## config.mk

```make
export PLATFORM = sky130hd
export DESIGN_NAME = mem_port_arbiter
export DESIGN_NICKNAME = d
export VERILOG_FILES = /design/src/rtl/mem_arb_pkg.sv /design/src/rtl/arb_priority_sel.sv /design/src/rtl/mem_port_arbiter.sv
export SDC_FILE = /design/constraint.sdc
export NUM_CORES = 1
export LEC_CHECK = 0
export BUFFER_PORTS_ARGS = -buffer_cell sky130_fd_sc_hd__buf_2
export CORE_MARGIN = 3
export CORE_UTILIZATION = 43
export CTS_BUF_LIST = sky130_fd_sc_hd__clkbuf_2 sky130_fd_sc_hd__clkbuf_4 sky130_fd_sc_hd__clkbuf_8
export CTS_CLUSTER_DIAMETER = 60
export DETAILED_ROUTE_END_ITERATION = 12
export PLACE_DENSITY = 0.84
export SKIP_CTS_REPAIR_TIMING = 1
export SLEW_MARGIN = 20
export SYNTH_ARGS = -nofsm -noshare
export SYNTH_HDL_FRONTEND = slang
export SYNTH_SLANG_ARGS = --single-unit
```

## constraint.sdc

```tcl
create_clock -name clk -period 1.7 [get_ports clk]
set_clock_uncertainty 0.15 [all_clocks]
set_input_delay 0.34 -clock clk [delete_from_list [all_inputs] [get_ports clk]]
set_output_delay 0.34 -clock clk [all_outputs]
set_load 0.02 [all_outputs]
```

## src/rtl/mem_arb_pkg.sv

```systemverilog
// Shared types and constants for the fetch/data memory port arbiter.
package mem_arb_pkg;

    typedef enum logic [1:0] {
        IDLE,
        ISSUE,
        WAIT_RSP,
        RESP
    } arb_state_e;

    typedef enum logic {
        OWN_IF,
        OWN_DM
    } owner_e;

    localparam int              STRB_W    = 4;
    localparam logic [STRB_W-1:0] STRB_NONE = 4'b0000;
    // Wide enough for MAX_WAIT up to 15.
    localparam int              STARVE_W  = 4;

endpackage

```

## src/rtl/arb_priority_sel.sv

```systemverilog
// Idle-state winner select: the data port wins unless fetch has already lost
// MAX_WAIT consecutive arbitrations while requesting.
module arb_priority_sel
    import mem_arb_pkg::*;
#(
    parameter int MAX_WAIT = 4
) (
    input  logic                if_req,
    input  logic                dm_req,
    input  logic [STARVE_W-1:0] starve_cnt,
    output logic                grant_vld,
    output owner_e              winner
);

    logic if_forced;

    assign if_forced = if_req && (starve_cnt == STARVE_W'(MAX_WAIT));
    assign grant_vld = if_req || dm_req;
    assign winner    = (dm_req && !if_forced) ? OWN_DM : OWN_IF;

endmodule

```

## src/rtl/mem_port_arbiter.sv

```systemverilog
// Single-outstanding arbiter sharing one memory port between fetch and load/store.
// Define MEM_ARB_PERF_EN to add the perf_if_wait / perf_dm_wait stall-cycle counters.
module mem_port_arbiter
    import mem_arb_pkg::*;
#(
    parameter int ADDR_W   = 32,
    parameter int DATA_W   = 32,
    parameter int MAX_WAIT = 4
) (
    input  logic              clk,
    input  logic              rst,
    input  logic              if_req,
    input  logic [ADDR_W-1:0] if_addr,
    output logic              if_rsp_valid,
    output logic [DATA_W-1:0] if_rdata,
    output logic              if_stall,
    input  logic              dm_req,
    input  logic              dm_we,
    input  logic [ADDR_W-1:0] dm_addr,
    input  logic [DATA_W-1:0] dm_wdata,
    input  logic [STRB_W-1:0] dm_wstrb,
    output logic              dm_rsp_valid,
    output logic [DATA_W-1:0] dm_rdata,
    output logic              dm_stall,
    output logic              mem_req,
    output logic              mem_we,
    output logic [ADDR_W-1:0] mem_addr,
    output logic [DATA_W-1:0] mem_wdata,
    output logic [STRB_W-1:0] mem_wstrb,
    input  logic              mem_gnt,
    input  logic              mem_rvalid,
    input  logic [DATA_W-1:0] mem_rdata
`ifdef MEM_ARB_PERF_EN
    ,
    output logic [31:0]       perf_if_wait,
    output logic [31:0]       perf_dm_wait
`endif
);

    arb_state_e          state_q;
    owner_e              owner_q;
    logic [STARVE_W-1:0] starve_q, starve_d;
    logic                mem_req_q, mem_we_q;
    logic [ADDR_W-1:0]   mem_addr_q;
    logic [DATA_W-1:0]   mem_wdata_q;
    logic [STRB_W-1:0]   mem_wstrb_q;
    logic                if_rsp_valid_q, dm_rsp_valid_q;
    logic [DATA_W-1:0]   if_rdata_q, dm_rdata_q;
    logic                grant_vld;
    owner_e              winner;

    arb_priority_sel #(
        .MAX_WAIT (MAX_WAIT)
    ) u_sel (
        .if_req     (if_req),
        .dm_req     (dm_req),
        .starve_cnt (starve_q),
        .grant_vld  (grant_vld),
        .winner     (winner)
    );

    // Starvation count only moves at IDLE decisions, but any idle fetch port clears it.
    always_comb begin
        starve_d = starve_q;
        if (!if_req) begin
            starve_d = '0;
        end else if (state_q == IDLE && grant_vld) begin
            if (winner == OWN_IF) begin
                starve_d = '0;
            end else if (starve_q != STARVE_W'(MAX_WAIT)) begin
                starve_d = starve_q + 1'b1;
            end
        end
    end

    always_ff @(posedge clk) begin
        if (rst) begin
            state_q        <= IDLE;
            owner_q        <= OWN_IF;
            starve_q       <= '0;
            mem_req_q      <= 1'b0;
            mem_we_q       <= 1'b0;
            mem_addr_q     <= '0;
            mem_wdata_q    <= '0;
            mem_wstrb_q    <= STRB_NONE;
            if_rsp_valid_q <= 1'b0;
            dm_rsp_valid_q <= 1'b0;
            if_rdata_q     <= '0;
            dm_rdata_q     <= '0;
        end else begin
            starve_q       <= starve_d;
            if_rsp_valid_q <= 1'b0;
            dm_rsp_valid_q <= 1'b0;
            case (state_q)
                IDLE: begin
                    if (grant_vld) begin
                        owner_q   <= winner;
                        mem_req_q <= 1'b1;
                        state_q   <= ISSUE;
                        if (winner == OWN_DM) begin
                            mem_we_q    <= dm_we;
                            mem_addr_q  <= dm_addr;
                            mem_wdata_q <= dm_we ? dm_wdata : '0;
                            mem_wstrb_q <= dm_we ? dm_wstrb : STRB_NONE;
                        end else begin
                            mem_we_q    <= 1'b0;
                            mem_addr_q  <= if_addr;
                            mem_wdata_q <= '0;
                            mem_wstrb_q <= STRB_NONE;
                        end
                    end
                end
                ISSUE: begin
                    if (mem_gnt) begin
                        mem_req_q <= 1'b0;
                        state_q   <= WAIT_RSP;
                    end
                end
                WAIT_RSP: begin
                    if (mem_rvalid) begin
                        state_q <= RESP;
                        if (owner_q == OWN_DM) begin
                            dm_rdata_q     <= mem_we_q ? '0 : mem_rdata;
                            dm_rsp_valid_q <= 1'b1;
                        end else begin
                            if_rdata_q     <= mem_rdata;
                            if_rsp_valid_q <= 1'b1;
                        end
                    end
                end
                RESP:    state_q <= IDLE;
                default: state_q <= IDLE;
            endcase
        end
    end

    assign mem_req      = mem_req_q;
    assign mem_we       = mem_we_q;
    assign mem_addr     = mem_addr_q;
    assign mem_wdata    = mem_wdata_q;
    assign mem_wstrb    = mem_wstrb_q;
    assign if_rsp_valid = if_rsp_valid_q;
    assign dm_rsp_valid = dm_rsp_valid_q;
    assign if_rdata     = if_rdata_q;
    assign dm_rdata     = dm_rdata_q;
    assign if_stall     = if_req & ~if_rsp_valid_q;
    assign dm_stall     = dm_req & ~dm_rsp_valid_q;

`ifdef MEM_ARB_PERF_EN
    logic [31:0] perf_if_q, perf_dm_q;

    always_ff @(posedge clk) begin
        if (rst) begin
            perf_if_q <= '0;
            perf_dm_q <= '0;
        end else begin
            if (if_stall) perf_if_q <= perf_if_q + 32'd1;
            if (dm_stall) perf_dm_q <= perf_dm_q + 32'd1;
        end
    end

    assign perf_if_wait = perf_if_q;
    assign perf_dm_wait = perf_dm_q;
`endif

endmodule

```

---- Word level (Yosys, flattened, before mapping) ----
Index checks and enable logic that the tools add are counted.
operators by class
  add/sub/neg operators ................... 1
  equality and inequality tests ........... 9
  multiplexer cells ....................... 19
  bitwise gates (word level) .............. 8
  reduce and logical (&&, ||, !) cells .... 15
operator list
  cell                                                                   number
  32-bit two-way mux                                                     4
  4-bit two-way mux                                                      4
  3-bit AND reduction                                                    4
  2-bit one-hot mux with 4 select lines                                  1
  1-bit two-way mux                                                      6
  2-bit two-way mux                                                      3
  2-bit != test, second input constant                                   3
  1-bit NOT                                                              6
  4-bit by 1-bit adder with 4-bit output, second input constant          1
  2-bit equality test, second input constant                             2
  4-bit by 3-bit equality test with 1-bit output, second input constant  1
  4-bit by 3-bit != test with 1-bit output, second input constant        1
  2-bit AND reduction                                                    2
  1-bit logical AND                                                      3
  3-bit OR reduction                                                     1
  1-bit AND                                                              2
  2-bit by 1-bit equality test with 1-bit output, second input constant  1
  2-bit logical NOT                                                      1
  2-bit by 1-bit != test with 1-bit output, second input constant        1
  1-bit one-hot mux with 2 select lines                                  1
  2-bit nonzero test                                                     1
  2-bit OR reduction                                                     1
  1-bit logical NOT                                                      1
  1-bit logical OR                                                       1
storage, ports and cells
  register bits after elaboration ......... 143
  output and inout port bits .............. 138
  word-level logic and storage cells ...... 64

---- Longest topological paths before layout ----
Gate-level depths: netlist of the first run.
  depth after elaboration ................. 7
  gate-level depth with buffers ........... 7

---- By module ----
A second synthesis of the first run with hierarchy kept.
second synthesis, totals
  cell total of the unflattened synthesis .. 550
  area, all modules ....................... 5307.6 um^2
modules (own cells, without submodules)
  module            times used  cells an instance  area each (um^2)  seq. area each (um^2)
  mem_port_arbiter  1           547                5285.1            2862.7
  arb_priority_sel  1           3                  22.5              0.0

---- Worst setup path after synthesis of the first run ----
Ideal clock, no wire load.
  kind .................................... flip-flop to flip-flop
  start ................................... register state_q[0]
  end ..................................... register starve_q[3]
  setup time .............................. 74 ps
  data arrival time ....................... 1404 ps
  path slack .............................. 72 ps
  stages on the path, launching flop included .. 7
  buffers on the path ..................... 1
  clock period less this slack ............ 1628 ps
  cell sequence ........................... dfxtp_1 -> inv_1 -> ha_1 -> buf_4 -> nand2_1 -> or4b_1 -> a31oi_1
on the way
  longest elaborated chain between the ends .. 3
RTL lines
  item                                  RTL line                 source
  from (decl)                           mem_port_arbiter.sv:40   arb_state_e state_q;
  from (signal assigned)                mem_port_arbiter.sv:78   state_q <= IDLE;
  from (signal assigned)                mem_port_arbiter.sv:99   state_q <= ISSUE;
  from (signal assigned)                mem_port_arbiter.sv:116  state_q <= WAIT_RSP;
  2-bit logical NOT                     mem_port_arbiter.sv:67   end else if (state_q == IDLE && grant_vld) begin
  1-bit logical AND                     mem_port_arbiter.sv:67
  2-bit AND reduction (no source line)  -
  to (signal assigned)                  mem_port_arbiter.sv:91   starve_q <= starve_d;
  to (decl)                             mem_port_arbiter.sv:42   logic [STARVE_W-1:0] starve_q, starve_d;
No other way between the ends.
A chain may end at the register's enable or synchronous reset.

---- Final worst setup path of the first run ----
  start ................................... register state_q[0]
  end ..................................... register state_q[0]
on the way
  longest elaborated chain between the ends .. 3
  elaborated cells between the ends (all ways) .. 9
  those cells by class .................... eq/ne: 6; mux: 1; reduce/logical: 2
RTL lines
  item                                         RTL line                source
  2-bit equality test (tied with other cells)  mem_port_arbiter.sv:94  case (state_q)
  2-bit != test (no source line)               -
  3-bit AND reduction (no source line)         -
Several ways; a longest one is shown, not always the timed one.

==> results.py, run 1 <==
metrics = {
    "setup_path": {
        "timing.rr.end": "state_q[0]",
        "required_ns": 1.91,
        "slowest_delay_ns": 0.37,
        "critPathCaptureType": "flip-flop",
        "path_cells": "inv_2, ha_4, buf_4, a221o_1, a211oi_2",
        "reg2regPathDepth": 5,
        "crit_buf_inv": 2,
        "cp_slowest_cell": "a221o_1",
        "cp-start-kind": "flip-flop",
        "critPathArrivalTime_ns": 1.85,
        "critPathKind": "reg -> reg",
        "reg2reg_from": "state_q[0]",
        "cp_max_fo": 4,
        "crit_family": "compound AO/OA/AOI/OAI gates",
        "reg2reg_slack_ns": 0.06,
    },
    "place": {
        "dpl_cell_area_um2": 7390,
        "dp.cells": 1039,
        "pre_cts_ws_ns": -0.0155,
        "hpwlAfterDp_mm": 12.1,
        "globalplace.congestion": 0.820,
        "portBuffers": 276,
    },
    "power_and_ir_drop": {
        "ir_drop_v": 0.000686,
        "p_per_area_nw_per_um2": 1290,
        "p_leak_nw": 3.75,
        "power_w": 0.0108,
    },
    "synth": {
        "ys_seq_elements": 143,
        "synth-async-reset-ratio_pct": 0,
        "synth_top_area_share_pct": 49.8,
        "avgSynthCellArea_um2": 9.16,
        "ys_top_cells_by_count": "143 x dfxtp_1, 70 x nand2_1, 40 x nand2b_1, 40 x o21ai_0",
        "syn_inst": 627,
        "synth_fp_nets": 772,
        "synth.distinct_cells": 39,
        "synth_edf_count": 0,
        "synth_seq_area_share_pct": 49.8,
        "synth_area_leaders": "dfxtp_1 50%, nand3b_1 5.0%, a22o_1 4.9%",
        "yosys.area.top_type": "dfxtp_1",
        "yosysWarnings": 0,
        "ys.flop_type": "dfxtp_1",
        "syn_area_um2": 5740,
        "synth.most_common_cell": "dfxtp_1",
    },
    "cells_and_area": {
        "syn_to_final_growth_pct": 46.1,
        "drive_above_1_share_pct": 39.2,
        "fin_nets": 1076,
        "layout.cells.non_filler": 1117,
        "stdcell_area_um2": 8390,
    },
    "route": {
        "num_vias": 5941,
        "wl_per_cell_um": 16.4,
        "antenna_left": 0,
        "remaining_drc_errors": 0,
        "viasPerCell": 5.32,
        "wl_mm": 18.4,
        "drt_iter0_markers": 453,
        "dr.pass1.iters": 5,
    },
    "die": {
        "die-area_um2": 14800,
        "ioPinCount": 277,
        "core_um2": 12800,
        "rows": 41,
        "die_w_um": 122,
        "die_h_um": 122,
        "start_util_pct": 44.8,
    },
    "sta": {
        "tightest_slew_ns": 0.372,
        "rsz0062_at_grt": "false",
        "setup_viol": 0,
        "finalWorstSetupSlack_ns": 0.0615,
        "period_minus_slack_ns": 1.64,
        "hold_slack_ns": -0.00210,
        "fin_setup_tns_ns": 0,
        "relSlewSlack_pct": 75.2,
        "final-max-slew-violation-count": 0,
        "fin_crit_sh_pct": 96.4,
        "hold_viol": 1,
        "max_freq_ghz": 0.610,
    },
    "hold_path": {
        "hp-start": "dm_wdata[2]",
        "holdPathEnd": "mem_wdata[2]",
        "whs_path_depth": 3,
        "hp-class": "in -> reg",
    },
    "clock_tree": {
        "cts-buffers-inserted": 17,
        "htree_num_levels": 4,
        "cts_num_sinks": 143,
        "clk_latency_ns": 0.44,
        "root_buffer": "clkbuf_8",
        "clock_path_buffers": 2,
        "clk_pin_slew_worst_paths_ns": 0.08,
        "cts_tree": "done",
    },
    "global_route": {
        "grt_pass1_wl_mm": 26.2,
        "antenna_found_initial": 0,
        "grt_start_max_net_pins": 47,
        "track_usage_pct": 22.1,
        "grt-ovfl-total": 0,
        "first_global_vias": 5382,
    },
    "run": {
        "maxCapViolations": 0,
    },
    "status": {
        "run_status": "finished, violations left",
        "violations": "negative hold slack",
    },
}
where the power goes:
| part | switching, W | total (W) | internal (W) |
|---|---|---|---|
| Combinational | 0.00234 | 0.00389 | 0.00155 |
| Clock | 0.00136 | 0.00275 | 0.00139 |
| Sequential | 0.000281 | 0.00414 | 0.00386 |
flip-flops by register name, summed over array words and instances (netlist names):
| register | cells |
|---|---|
| dm_rdata | 32 |
| dm_rsp_valid | 1 |
| if_rdata | 32 |
| if_rsp_valid | 1 |
| mem_addr | 32 |
| mem_req | 1 |
| mem_wdata | 32 |
| mem_we | 1 |
| mem_wstrb | 4 |
| owner_q | 1 |
| starve_q | 4 |
| state_q | 2 |
how the worst max path moves through the flow:
stage	start	endpoint	cells past startpoint
after floorplan	state_q[0]	starve_q[3]	6
after CTS	state_q[0]	mem_addr[21]	6
after global routing	state_q[0]	starve_q[3]	5
final	state_q[0]	state_q[0]	5
after global placement	dm_req	mem_addr[14]	4
after detailed placement	state_q[0]	mem_addr[21]	6
worst min-delay path, stage by stage:
cell      delay [ns]
buf_2           0.09
nand2b_1        0.05
o21ai_0         0.06
routing by layer:
layer / part of all wire [%] / vias to the layer above / GRT usage, %
met1: 39 / 2810 / 25.9
met5: 0 / - / 0
met3: 6.4 / 39 / 6.41
met2: 52 / 261 / 37.7
met4: 2.3 / 0 / 9.80
li1: - / 2831 / -
layout make-up:
type / instances / area (µm²)
antenna: 1 / 2.50
fill: 1031 / 4440
clock buffer: 19 / 255
multi-input combinational: 419 / 2670
sequential: 143 / 2870
clock inverter: 13 / 154
timing repair buffer: 344 / 2210
inverter: 6 / 22.5
tap: 172 / 215
cells by family after synthesis:
kind of cell	count (synthesis)	synth area share [%]
muxes	1	0.174
AOI/OAI and AO/OA	178	21.8
and+or+nand+nor	234	21.4
buffers and inverters	65	5.47
adders and majority gates	6	1.31
DFF	143	49.8
placed cells by master, fill, tap and decap left out, types with 3 or more instances in the layout:
cell type	netlist	routed
o21ai_1	30	29
a311oi_1	17	14
a311oi_2	15	18
inv_2	1	4
buf_2	21	275
clkinv_4	0	5
a22o_1	32	32
nand2_1	70	70
nand3b_1	38	38
dfxtp_1	143	141
ha_1	6	3
inv_6	0	3
ha_4	0	3
nand3_1	34	34
nand4_1	3	3
a21oi_1	35	35
buf_4	5	11
o21ai_0	40	40
nand2b_1	40	40
buf_12	0	12
nor2_1	38	38
dlygate4sd3_1	0	42
clkbuf_8	0	18
clkbuf_16	0	3
stage by stage:
stage | utilization [%] | hold WS, ns
2_1_floorplan | - | 0.312
6_report | 65.4 | -0.00210
3_5_place_dp | 57.6 | 0.293
3_3_place_gp | 57.6 | 0.289
5_1_grt | 65.4 | 0.00193
4_1_cts | 60.8 | -0.0781
No activity file was read; power rests on OpenSTA's default activity.
==> run 2, diff against run 1 <==
--- a/config.mk
+++ b/config.mk
@@ -8,7 +8,7 @@
 export BUFFER_PORTS_ARGS = -buffer_cell sky130_fd_sc_hd__buf_2
 export CORE_MARGIN = 3
 export CORE_UTILIZATION = 43
-export CTS_BUF_LIST = sky130_fd_sc_hd__clkbuf_2 sky130_fd_sc_hd__clkbuf_4 sky130_fd_sc_hd__clkbuf_8
+export CTS_BUF_LIST = sky130_fd_sc_hd__clkbuf_8
 export CTS_CLUSTER_DIAMETER = 60
 export DETAILED_ROUTE_END_ITERATION = 12
 export PLACE_DENSITY = 0.84
==> run 2 against run 1 <==
Net effect:
- design area is essentially flat
- largest cell class unchanged
- setup slack gained 0.0083 ns
- register-to-register slack is essentially flat
- critical path depth is the same
- via count shrank 0.29%
- fmax grew 0.51%
- sequential share of layout area is essentially flat
- the flow now finishes without violations
- combinational power is essentially flat
- die area is the same
- worst hold slack gained 0.0024 ns
==> results.py, run 2 (same netlist as run 1, synthesis figures left out) <==
metrics = {
    "status": {
        "run_status": "finished, final reports clean",
    },
    "route": {
        "wl_mm": 18.4,
        "drt_iter0_markers": 434,
        "viasPerCell": 5.30,
        "dr.pass1.iters": 5,
        "wl_per_cell_um": 16.5,
        "remaining_drc_errors": 0,
        "antenna_left": 0,
        "num_vias": 5924,
    },
    "setup_path": {
        "critPathKind": "reg -> reg",
        "cp-start-kind": "flip-flop",
        "reg2reg_slack_ns": 0.07,
        "cp_max_fo": 4,
        "timing.rr.end": "state_q[0]",
        "critPathCaptureType": "flip-flop",
        "critPathArrivalTime_ns": 1.84,
        "required_ns": 1.91,
        "reg2regPathDepth": 5,
        "reg2reg_from": "state_q[0]",
    },
    "global_route": {
        "grt_start_max_net_pins": 47,
        "track_usage_pct": 22.1,
        "first_global_vias": 5401,
        "grt_pass1_wl_mm": 26.2,
        "grt-ovfl-total": 0,
        "antenna_found_initial": 0,
    },
    "sta": {
        "rsz0062_at_grt": "false",
        "relSlewSlack_pct": 75.9,
        "hold_viol": 0,
        "period_minus_slack_ns": 1.63,
        "setup_viol": 0,
        "fin_setup_tns_ns": 0,
        "final-max-slew-violation-count": 0,
        "finalWorstSetupSlack_ns": 0.0698,
        "tightest_slew_ns": 0.362,
        "max_freq_ghz": 0.613,
        "fin_crit_sh_pct": 95.9,
    },
    "power_and_ir_drop": {
        "switchingPower_w": 0.00399,
        "intPower_w": 0.00678,
        "p_leak_nw": 3.75,
        "ir_drop_v": 0.000686,
        "switching_share_pct": 37.1,
        "pwr-share-comb_pct": 36.2,
        "p_per_area_nw_per_um2": 1280,
        "seq_power_share_pct": 38.4,
        "pwr-share-clk_pct": 25.4,
    },
    "die": {
        "die-area_um2": 14800,
        "start_util_pct": 44.8,
        "ioPinCount": 277,
        "die_w_um": 122,
        "rows": 41,
        "die_h_um": 122,
        "core_um2": 12800,
    },
    "hold_path": {
        "hp-start": "dm_wdata[2]",
        "holdPathEnd": "mem_wdata[2]",
        "hp-class": "in -> reg",
        "whs_path_depth": 3,
    },
    "place": {
        "hpwlAfterDp_mm": 12.1,
        "globalplace.congestion": 0.820,
        "portBuffers": 276,
        "pre_cts_ws_ns": -0.0155,
        "dpl_cell_area_um2": 7390,
    },
    "clock_tree": {
        "htree_num_levels": 4,
        "clk_pin_slew_worst_paths_ns": 0.08,
        "cts-buffers-inserted": 17,
        "cts_tree": "done",
        "cts_num_sinks": 143,
        "root_buffer": "clkbuf_8",
        "clock_path_buffers": 2,
        "clk_latency_ns": 0.44,
    },
    "cells_and_area": {
        "fin_nets": 1076,
        "stdcell_area_um2": 8390,
        "syn_to_final_growth_pct": 46.0,
        "fill_cells": 1031,
        "final_common_cell": "buf_2",
        "drive_above_1_share_pct": 39.1,
        "final_cell_mix": "275 x buf_2, 141 x dfxtp_1, 70 x nand2_1, 42 x dlygate4sd3_1",
    },
    "run": {
        "maxCapViolations": 0,
    },
}
[run 2: per-layer routing]
layer / vias up / global-route usage (%) / wire length [µm]
li1: 2834 / - / -
met1: 2785 / 25.9 / 7240
met2: 267 / 37.5 / 9520
met3: 38 / 6.41 / 1230
met4: 0 / 10.2 / 451
met5: - / 0 / 0
[run 2: through the flow]
step	hold slack, ns	power [W]	instances	utilization [%]
floorplan	0.312	0.00646	627	-
global placement	0.289	0.00763	1039	57.6
detailed placement	0.293	0.00772	1039	57.6
CTS	-0.0757	0.0104	1071	60.8
global route	0.00167	0.0113	1116	65.4
finish	0.000310	0.0108	1117	65.4
[run 2: how the worst max path moves through the flow]
stage | end | from | slack [ns]
after floorplan | starve_q[3] | state_q[0] | 0.07
after global routing | starve_q[3] | state_q[0] | 0.006
final | state_q[0] | state_q[0] | 0.07
after CTS | mem_addr[21] | state_q[0] | -0.04
after detailed placement | mem_addr[21] | state_q[0] | -0.02
after global placement | mem_addr[14] | dm_req | 0.03
[run 2: area by class of cell]
type	instances	area [µm²]	area share (%)
multi-input cells	419	2670	31.8
clock buffers	18	248	2.95
clock inverters	14	158	1.88
flip-flops and latches	143	2870	34.2
inverters	6	22.5	0.269
well taps	172	215	2.57
repair buffers	344	2210	26.4
diodes	1	2.50	0.0298
[run 2: power by group through the flow]
stage | sequential [W] | clock (W) | combinational (W)
6_report | 0.00414 | 0.00273 | 0.00390
5_1_grt | 0.00419 | 0.00292 | 0.00422
4_1_cts | 0.00412 | 0.00279 | 0.00353
3_5_place_dp | 0.00419 | 0 | 0.00353
3_3_place_gp | 0.00418 | 0 | 0.00345
2_1_floorplan | 0.00474 | 0 | 0.00172
[run 2: worst max-delay path, cell delays in order (launching register included)]
cell,delay [ns]
dfxtp_1,0.36
inv_2,0.10
ha_4,0.18
buf_4,0.15
a221o_1,0.37
a211oi_2,0.24
==> run 3, diff against run 2 <==
--- a/config.mk
+++ b/config.mk
@@ -6,7 +6,7 @@
 export NUM_CORES = 1
 export LEC_CHECK = 0
 export BUFFER_PORTS_ARGS = -buffer_cell sky130_fd_sc_hd__buf_2
-export CORE_MARGIN = 3
+export CORE_MARGIN = 4
 export CORE_UTILIZATION = 43
 export CTS_BUF_LIST = sky130_fd_sc_hd__clkbuf_8
 export CTS_CLUSTER_DIAMETER = 60
==> constraint.sdc (replaced) <==
create_clock -name clk -period 1.7 [get_ports clk]
set_clock_uncertainty 0.15 [all_clocks]
set_input_delay 0 -clock clk [delete_from_list [all_inputs] [get_ports clk]]
set_output_delay 0 -clock clk [all_outputs]
set_load 0.02 [all_outputs]
==> run 3 against run 2 <==
Net effect:
- the flow now finishes with violations (negative setup slack)
- design area increased by 12%
- largest cell class is now buffers
- fmax decreased by 4.6%
- setup slack got worse by 0.078 ns
- clock power up 12%
- global-route usage is 0.63 points lower
- utilization up 7.7 points
- sequential share of layout area down 3.6 points
==> results.py, run 3 (same netlist as run 1, synthesis figures left out) <==
metrics = {
    "power_and_ir_drop": {
        "pwr-share-comb_pct": 36.5,
        "switchingPower_w": 0.00404,
        "p_per_area_nw_per_um2": 1210,
        "seq_power_share_pct": 36.6,
        "intPower_w": 0.00734,
        "pwr-share-clk_pct": 27.0,
        "ir_drop_v": 0.000613,
        "p_leak_nw": 4.17,
        "switching_share_pct": 35.5,
    },
    "die": {
        "die_h_um": 124,
        "die-area_um2": 15300,
        "start_util_pct": 44.8,
        "ioPinCount": 277,
        "rows": 41,
        "core_um2": 12800,
        "die_w_um": 124,
    },
    "sta": {
        "finalWorstSetupSlack_ns": -0.00804,
        "hold_viol": 0,
        "max_freq_ghz": 0.585,
        "setup_viol": 1,
        "relSlewSlack_pct": 75.9,
        "tightest_slew_ns": 0.362,
        "fin_crit_sh_pct": 100,
        "period_minus_slack_ns": 1.71,
        "final-max-slew-violation-count": 0,
    },
    "route": {
        "num_vias": 6661,
        "remaining_drc_errors": 0,
        "viasPerCell": 5.49,
        "drt_iter0_markers": 649,
        "dr.pass1.iters": 5,
        "wl_mm": 22.5,
        "wl_per_cell_um": 18.5,
        "antenna_left": 0,
    },
    "global_route": {
        "track_usage_pct": 21.5,
        "antenna_found_initial": 1,
        "grt_start_max_net_pins": 104,
        "grt-ovfl-total": 0,
        "first_global_vias": 5406,
        "grt_pass1_wl_mm": 26.0,
    },
    "place": {
        "portBuffers": 276,
        "globalplace.congestion": 0.799,
        "pre_cts_ws_ns": 0.0197,
        "dp.cells": 1037,
        "hpwlAfterDp_mm": 11.9,
        "dpl_cell_area_um2": 7350,
    },
    "setup_path": {
        "cp_max_fo": 6,
        "critPathKind": "reg -> reg",
        "critPathArrivalTime_ns": 1.90,
        "slowest_delay_ns": 0.33,
        "path_cells": "inv_2, ha_4, and4b_4, clkbuf_16, o21ai_1, a311oi_2",
        "reg2reg_slack_ns": -0.008,
        "crit_start": "starve_q[0]",
        "required_ns": 1.89,
        "reg2regPathDepth": 6,
        "crit_path_end": "mem_addr[17]",
        "reg2reg_from": "starve_q[0]",
        "cp_slowest_cell": "dfxtp_2",
        "critPathCaptureType": "flip-flop",
        "cp-start-kind": "flip-flop",
        "timing.rr.end": "mem_addr[17]",
    },
    "cells_and_area": {
        "layout.cells.non_filler": 1213,
        "fill_cells": 826,
        "syn_to_final_growth_pct": 63.3,
        "stdcell_area_um2": 9380,
        "final_cell_mix": "275 x buf_2, 140 x dfxtp_1, 138 x dlygate4sd3_1, 70 x nand2_1",
        "drive_above_1_share_pct": 35.3,
        "fin_nets": 1173,
        "regArea_um2": 2870,
        "multi_input_area_um2": 2650,
        "final_common_cell": "buf_2",
        "fin_util_pct": 73.1,
    },
    "clock_tree": {
        "root_buffer": "clkbuf_8",
        "htree_num_levels": 4,
        "cts-buffers-inserted": 17,
        "clk_pin_slew_worst_paths_ns": 0.08,
        "cts_tree": "done",
        "clk_latency_ns": 0.44,
        "cts_num_sinks": 143,
        "clock_path_buffers": 2,
    },
    "status": {
        "run_status": "finished, violations left",
        "violations": "negative setup slack",
    },
    "run": {
        "maxCapViolations": 0,
    },
    "hold_path": {
        "hp-class": "in -> reg",
    },
}
-- run 3: changes by cell type in the layout (fill, tap and decap cells not counted), sizes merged --
cell,change
bufinv,+3
clkbuf,+2
clkinv,-2
dlygate4sd3,+96
inv,-3
-- run 3: power by group through the flow --
stage / sequential [W] / combinational, W / clock, W
2_1_floorplan: 0.00474 / 0.00172 / 0
3_3_place_gp: 0.00417 / 0.00344 / 0
3_5_place_dp: 0.00418 / 0.00352 / 0
4_1_cts: 0.00411 / 0.00353 / 0.00312
5_1_grt: 0.00422 / 0.00443 / 0.00326
6_report: 0.00416 / 0.00415 / 0.00307
-- run 3: cell type report --
| class | count | share of cell area (%) |
|---|---|---|
| timing repair buffer | 441 | 33.8 |
| sequential | 143 | 30.6 |
| multi-input combinational | 419 | 28.2 |
| clock buffer | 19 | 2.79 |
| tap | 172 | 2.29 |
| clock inverter | 12 | 2.05 |
| inverter | 6 | 0.240 |
| antenna | 1 | 0.0267 |
-- run 3: how the worst min path moves through the flow --
stage / start / end / cells past startpoint / slack (ns)
detailed placement: mem_rdata[3] / dm_rdata[3] / 2 / 0.08
finish: mem_rdata[17] / dm_rdata[17] / 3 / 0.16
global route: mem_rdata[19] / dm_rdata[19] / 3 / 0.16
CTS: mem_rdata[29] / dm_rdata[29] / 2 / -0.40
floorplan: mem_rdata[0] / dm_rdata[0] / 1 / -0.02
global placement: mem_rdata[18] / dm_rdata[18] / 2 / 0.08
-- run 3: metrics by stage --
| stage | setup TNS (ns) | power, W | hold WS [ns] |
|---|---|---|---|
| floorplan | 0 | 0.00646 | -0.0243 |
| global placement | 0 | 0.00761 | 0.0753 |
| detailed placement | 0 | 0.00770 | 0.0812 |
| CTS | -0.00627 | 0.0108 | -0.401 |
| global route | -0.357 | 0.0119 | 0.162 |
| finish | -0.00804 | 0.0114 | 0.164 |
-- run 3: per-layer routing --
metal	GRT usage, %	wire (µm)
met1	25.0	8260
met2	35.5	11200
met3	6.72	1850
met4	11.2	1240
met5	0	0
-- run 3: worst max-delay path, delay by kind of cell (launching register included) --
family                   cells  cell delay [ns]
adder cells (fa/ha/maj)      1             0.15
AND/OR/NAND/NOR              1             0.33
buffers and inverters        2             0.25
AO/OA/AOI/OAI                2             0.41
flip-flops                   1             0.33
